`src/rtl/blade_reset_pkg.sv`:
```
// Shared definitions for the blade reset sequencer.
//   seq_state_e : sequencer FSM state, also exported on SEQ_STATE for debug
//   max()       : elaboration-time helper used to size the step counter
package blade_reset_pkg;

    typedef enum logic [1:0] {
        ST_HOLD    = 2'd0,
        ST_RELEASE = 2'd1,
        ST_RUN     = 2'd2
    } seq_state_e;

    function automatic int max(input int a, input int b);
        return (a > b) ? a : b;
    endfunction

endpackage

```
`src/rtl/blade_reset_sync.sv`:
```
// Reset release synchroniser: a STAGES-deep shift of constant 1, cleared
// asynchronously. Assertion is immediate, release is synchronous to clk.
//   clk    : domain clock
//   rst_n  : asynchronous active-low reset
//   rst_ok : high once STAGES rising edges have elapsed since rst_n rose
module blade_reset_sync #(
    parameter int STAGES = 2
) (
    input  logic clk,
    input  logic rst_n,
    output logic rst_ok
);

    logic [STAGES-1:0] sync_q;

    always_ff @(posedge clk or negedge rst_n) begin
        if (!rst_n) begin
            sync_q <= '0;
        end else begin
            sync_q <= {sync_q[STAGES-2:0], 1'b1};
        end
    end

    assign rst_ok = sync_q[STAGES-1];

endmodule

```
`src/rtl/blade_reset_seq.sv`:
```
// Power-on / soft reset sequencer with heartbeat LED.
// Holds all lanes in reset for HOLD_CYCLES after the synchronised release
// (or a soft request), then releases lanes in index order every STAGGER
// cycles. ALL_READY marks the RUN state.
//   CLK                : sole clock
//   MIB_MASTER_RESET_N : asynchronous active-low master reset
//   SW_RESET_REQ       : synchronous soft re-sequence request (level)
//   CH_RESET           : per-lane active-high resets
//   ALL_READY          : high in RUN
//   FPGA_LED           : 1 while sequencing, heartbeat bit in RUN
//   SEQ_STATE          : FSM state (HOLD=0, RELEASE=1, RUN=2)
module blade_reset_seq
    import blade_reset_pkg::*;
#(
    parameter int NUM_CH      = 4,
    parameter int HOLD_CYCLES = 16,
    parameter int STAGGER     = 8,
    parameter int SYNC_STAGES = 2,
    parameter int LED_DIV_BIT = 24
) (
    input  logic              CLK,
    input  logic              MIB_MASTER_RESET_N,
    input  logic              SW_RESET_REQ,
    output logic [NUM_CH-1:0] CH_RESET,
    output logic              ALL_READY,
    output logic              FPGA_LED,
    output logic [1:0]        SEQ_STATE
);

    if (NUM_CH < 1) begin : g_bad_num_ch
        $error("blade_reset_seq: NUM_CH must be >= 1");
    end
    if (HOLD_CYCLES < 1) begin : g_bad_hold
        $error("blade_reset_seq: HOLD_CYCLES must be >= 1");
    end
    if (STAGGER < 1) begin : g_bad_stagger
        $error("blade_reset_seq: STAGGER must be >= 1");
    end
    if (SYNC_STAGES < 2) begin : g_bad_sync
        $error("blade_reset_seq: SYNC_STAGES must be >= 2");
    end
    if (LED_DIV_BIT < 0) begin : g_bad_led
        $error("blade_reset_seq: LED_DIV_BIT must be >= 0");
    end

    localparam int CNT_W = $clog2(max(HOLD_CYCLES, STAGGER)) + 1;
    localparam int IDX_W = (NUM_CH > 1) ? $clog2(NUM_CH) : 1;
    localparam logic [CNT_W-1:0] HOLD_LAST = CNT_W'(HOLD_CYCLES - 1);
    localparam logic [CNT_W-1:0] STAG_LAST = CNT_W'(STAGGER - 1);

    logic rst_ok;

    seq_state_e        state_q, state_d;
    logic [CNT_W-1:0]  cnt_q, cnt_d;
    logic [IDX_W-1:0]  idx_q, idx_d;
    logic [NUM_CH-1:0] ch_q, ch_d;
    logic              ready_q, ready_d;
    logic [LED_DIV_BIT:0] led_ctr;
    logic              led_q;

    blade_reset_sync #(
        .STAGES(SYNC_STAGES)
    ) u_sync (
        .clk   (CLK),
        .rst_n (MIB_MASTER_RESET_N),
        .rst_ok(rst_ok)
    );

    always_ff @(posedge CLK or negedge MIB_MASTER_RESET_N) begin
        if (!MIB_MASTER_RESET_N) begin
            state_q <= ST_HOLD;
            cnt_q   <= '0;
            idx_q   <= '0;
            ch_q    <= '1;
            ready_q <= 1'b0;
        end else begin
            state_q <= state_d;
            cnt_q   <= cnt_d;
            idx_q   <= idx_d;
            ch_q    <= ch_d;
            ready_q <= ready_d;
        end
    end

    always_comb begin
        state_d = state_q;
        cnt_d   = cnt_q;
        idx_d   = idx_q;
        ch_d    = ch_q;
        ready_d = ready_q;

        if (!rst_ok) begin
            state_d = ST_HOLD;
            cnt_d   = '0;
        end else if (SW_RESET_REQ) begin
            // Soft request outranks any release scheduled on this edge.
            state_d = ST_HOLD;
            cnt_d   = '0;
            idx_d   = '0;
            ch_d    = '1;
            ready_d = 1'b0;
        end else begin
            case (state_q)
                ST_HOLD: begin
                    if (cnt_q == HOLD_LAST) begin
                        ch_d[0] = 1'b0;
                        cnt_d   = '0;
                        idx_d   = '0;
                        if (NUM_CH == 1) begin
                            state_d = ST_RUN;
                            ready_d = 1'b1;
                        end else begin
                            state_d = ST_RELEASE;
                        end
                    end else begin
                        cnt_d = cnt_q + 1'b1;
                    end
                end
                ST_RELEASE: begin
                    if (cnt_q == STAG_LAST) begin
                        for (int unsigned k = 0; k < NUM_CH; k++) begin
                            if (k == 32'(idx_q) + 32'd1) begin
                                ch_d[k] = 1'b0;
                            end
                        end
                        idx_d = idx_q + 1'b1;
                        cnt_d = '0;
                        if (int'(idx_q) + 1 == NUM_CH - 1) begin
                            state_d = ST_RUN;
                            ready_d = 1'b1;
                        end
                    end else begin
                        cnt_d = cnt_q + 1'b1;
                    end
                end
                ST_RUN: begin
                end
                default: begin
                    state_d = ST_HOLD;
                end
            endcase
        end
    end

    // Heartbeat counter runs from master reset only; soft requests leave it alone.
    always_ff @(posedge CLK or negedge MIB_MASTER_RESET_N) begin
        if (!MIB_MASTER_RESET_N) begin
            led_ctr <= '0;
            led_q   <= 1'b0;
        end else begin
            led_ctr <= led_ctr + 1'b1;
            led_q   <= (state_q == ST_RUN) ? led_ctr[LED_DIV_BIT] : 1'b1;
        end
    end

    assign CH_RESET  = ch_q;
    assign ALL_READY = ready_q;
    assign FPGA_LED  = led_q;
    assign SEQ_STATE = state_q;

endmodule

```
`config.mk`:
```
export PLATFORM = sky130hd
export DESIGN_NAME = blade_reset_seq
export DESIGN_NICKNAME = d
export VERILOG_FILES = /design/src/rtl/blade_reset_pkg.sv /design/src/rtl/blade_reset_sync.sv /design/src/rtl/blade_reset_seq.sv
export SDC_FILE = /design/constraint.sdc
export NUM_CORES = 1
export LEC_CHECK = 0
export CAP_MARGIN = 20
export CORE_ASPECT_RATIO = 2
export CORE_MARGIN = 2
export CORE_UTILIZATION = 53
export DETAILED_ROUTE_END_ITERATION = 10
export PLACE_DENSITY_LB_ADDON = 0.12
export SETUP_SLACK_MARGIN = 0.2
export SLEW_MARGIN = 30
export SYNTH_ARGS = -nofsm -noshare
export SYNTH_HDL_FRONTEND = slang
export SYNTH_SLANG_ARGS = --single-unit
```
`constraint.sdc`:
```
create_clock -name CLK -period 4.29 [get_ports CLK]
set_clock_uncertainty 0.2 [all_clocks]
set_input_delay 1.287 -clock CLK [delete_from_list [all_inputs] [get_ports CLK]]
set_output_delay 1.287 -clock CLK [all_outputs]
set_load 0.005 [all_outputs]
```
==> results by group <==
Worst setup path
  – CP top delay family: flip-flops
  – Crit path required time: between 2 and 3 ns
  – Crit-path max FO: 17
  – R2R Setup Slk: 2.25 ns
  – CP endpoint kind: primary output
  – Critical Path AT: 1.55 ns
  – FF-to-FF End: cnt_q[1]
  – FF-to-FF Start: cnt_q[0]
  – Slowest CP cell: dfrtp_1
  – Reg2Reg Depth: 8
  – Max incr delay on CP: ~0.67 ns
  – CP cell instances: clkdlybuf4s50_1
  – Worst Path Buf+Inv: 1
  – CP Launch Type: register
  – CP Class: reg -> out

Die
  – I/O pin cnt: 11
  – Core Area: 0.003568 sq mm
  – Die height: 89.33 microns
  – Die Wd: approximately 47 microns
  – Row Count: 31
  – Die area: around 0.0042 sq mm
  – Initial Util: ~54%

Timing
  – Slew HR: a little over three fifths
  – Fmax: roughly 0.33 GHz
  – Worst-Margin Slew: roughly 0.55 ns
  – Final Hold Fails: 0
  – Setup WS post-layout: roughly 1.3 ns
  – Final min period: just over 3 ns
  – Total negative slack: 0 ns
  – Final hold slack: 0.1584 ns
  – Final setup vio count: 0
  – Crit share post-route: 70.77%
  – RSZ-0062 raised after global routing: no
  – Fin. max-slew vios: 0

Final layout
  – Commonest non-fill, non-tap cell in the layout: dfrtp_1
  – Layout Cell Area excl Fill: about 0.0022 sq mm
  – Layout cells sized above 1: around 9%
  – Area Overhead vs Synth: 11.67%
  – Final nets: between 150 and 200
  – Leading cell types in the layout, fill and taps excluded: dfrtp_1 (38), nand3_1 (19), xnor2_1 (19), nand2_1 (12), clkdlybuf4s50_1 (9)
  – N_diodes: 0
  – Fillers: 322

Yosys
  – Ys flop type: dfrtp_1
  – Synthesis Warnings: 0
  – FFs w/ async S/R, synth: 100.0%
  – EDFF count, synth: 0
  – Syn Inst Count: 176
  – Post-synthesis area per instance: about 11 sq um
  – Mapped Area: 0.001929 sq mm
  – Syn_nets: 186
  – Seq/Total Area, Yosys: ~55%
  – Yosys cell types: 37
  – Register bit count reported by yosys: 42

Placement
  – GP Congestion: 0.7788
  – Post-Place Worst Slack: 1.302 ns
  – Post-placement cell area: between 0.002 and 0.0025 sq mm
  – Hpwl dp: roughly 2500 microns
  – Port Buf Inserts: 10

Clock tree
  – Clock-pin slew on the worst setup and hold paths: 0.08 ns
  – Post-CTS resize count: 0
  – TritonCTS clock tree: yes
  – Clk buf depth: 2
  – Root buffer cell: clkbuf_8
  – H-tree levels: 2
  – Clock Sinks: between 40 and 50
  – CTS Buf Count: 5
  – Worst-Skew Late Latency: between 0.2 and 0.3 ns
  – Setup bufs post-CTS: 0
  – Hold Buf Count CTS: 0

Power
  – Sw Share: about a fifth
  – Internal power: ~530 uW
  – Pwr dens: between 300 and 400 mW/mm^2
  – NetSw: 142.0 uW
  – Leakage: 0.0009406 uW
  – Reg power frac: 59.4%
  – Logic pwr share: under 10%
  – VDD IR max: between 300 and 400 uV
  – Share of power burned in the clock network: a little under two fifths

Global route
  – Initial antenna violation count: 0
  – GRT Overall Usage: 18.98%
  – Gr ovfl total: 0
  – Global-route wire length before repair: about 5600 microns
  – Largest net degree at the start of global routing: between 40 and 50
  – Vias in the first global route: ~1300

Min path
  – Min-delay src: u_sync.sync_q[0]
  – Hold EP: u_sync.sync_q[1]
  – Hold Path Stages: 0
  – HP Class: reg -> reg

Status
  – Status: finished, final reports clean

Routing
  – Routed WL: between 3000 and 4000 microns
  – Drt first pass iters: 4
  – Residual DRC: 0
  – DR iter-0 viols: 11
  – Vias: approximately 1300
  – Post-DRT Antenna Nets: 0
  – Vias/cell: approximately 5.6
  – WL/cell: 14.06 microns

Flow run
  – Max_cap viols: 0
==> power by group through the flow <==
| stage | clock network [uW] | logic, uW | registers, uW |
|---|---|---|---|
| floorplan | 0 | 6.03 | 406 |
| global placement | 0 | 14.7 | 407 |
| detailed placement | 0 | 15.4 | 407 |
| CTS | 269 | 15.4 | 400 |
| global route | 285 | 18.2 | 400 |
| finish | 258 | 15.0 | 400 |
==> cell usage after synthesis, types with 3 or more instances <==
library cell	number	area, sq um
inv_1	7	26.28
xnor2_1	19	166.4
ha_1	7	87.58
nor3_1	3	15.01
xor2_1	4	35.03
nand3_1	19	95.09
nand2_1	12	45.04
dfrtp_1	38	950.9
a21oi_1	7	35.03
nor2_1	7	26.28
dfstp_2	4	105.1
and4_1	4	35.03
o21ai_0	5	25.02
nand4_1	8	50.05
==> through the flow <==
stage	power [uW]	utilization, %	cells
global route	703.2	60.38	238
floorplan	412.2	-	176
detailed placement	422.7	57.64	230
global placement	421.8	57.64	230
finish	672.5	60.38	238
CTS	683.8	60.31	238
==> registers in the layout (all words and copies together) (netlist names) <==
signal and count:
ALL_READY 1, CH_RESET 4, FPGA_LED 1, SEQ_STATE 2, cnt_q 5, idx_q 2
led_ctr 25, u_sync.sync_q 2
==> how the worst max path moves through the flow <==
| stage | slack, ns | cells past startpoint | start | endpoint |
|---|---|---|---|---|
| floorplan | 1.97 | 4 | SW_RESET_REQ | idx_q[0] |
| global placement | 1.38 | 4 | SW_RESET_REQ | idx_q[0] |
| detailed placement | 1.30 | 4 | SW_RESET_REQ | idx_q[0] |
| CTS | 1.25 | 1 | SEQ_STATE[1] | SEQ_STATE[1] |
| global route | 1.18 | 1 | SEQ_STATE[1] | SEQ_STATE[1] |
| finish | 1.25 | 1 | SEQ_STATE[1] | SEQ_STATE[1] |
==> layout make-up <==
type                    instances  area (sq um)  share of cell area (%)
well taps                      49         61.31                   2.846
clock buffers                   6         82.58                   3.833
repair buffers                 10         97.59                   4.530
flip-flops and latches         42          1056                   49.01
clock inverters                 2         12.51                  0.5807
multi-input cells             122         818.3                   37.98
inverters                       7         26.28                   1.220
==> layer usage <==
metal	global-route usage [%]	vias to the layer above	wire (microns)
met5	0	-	0
met4	7.828	0	68
met3	3.636	6	81
met2	34.22	23	1926
met1	20.69	656	1271
li1	-	641	-
==> logic make-up after synthesis <==
family	after synthesis	share of synthesized area, %
other	1	0.1944
buffers and inverters	12	2.854
multiplexers	1	0.5188
AND/OR/NAND/NOR	70	20.62
AO/OA/AOI/OAI	20	6.095
XOR/XNOR	23	10.44
flip-flops	42	54.73
adder cells (fa/ha/maj)	7	4.539
Power figures use the tool's default switching activity.
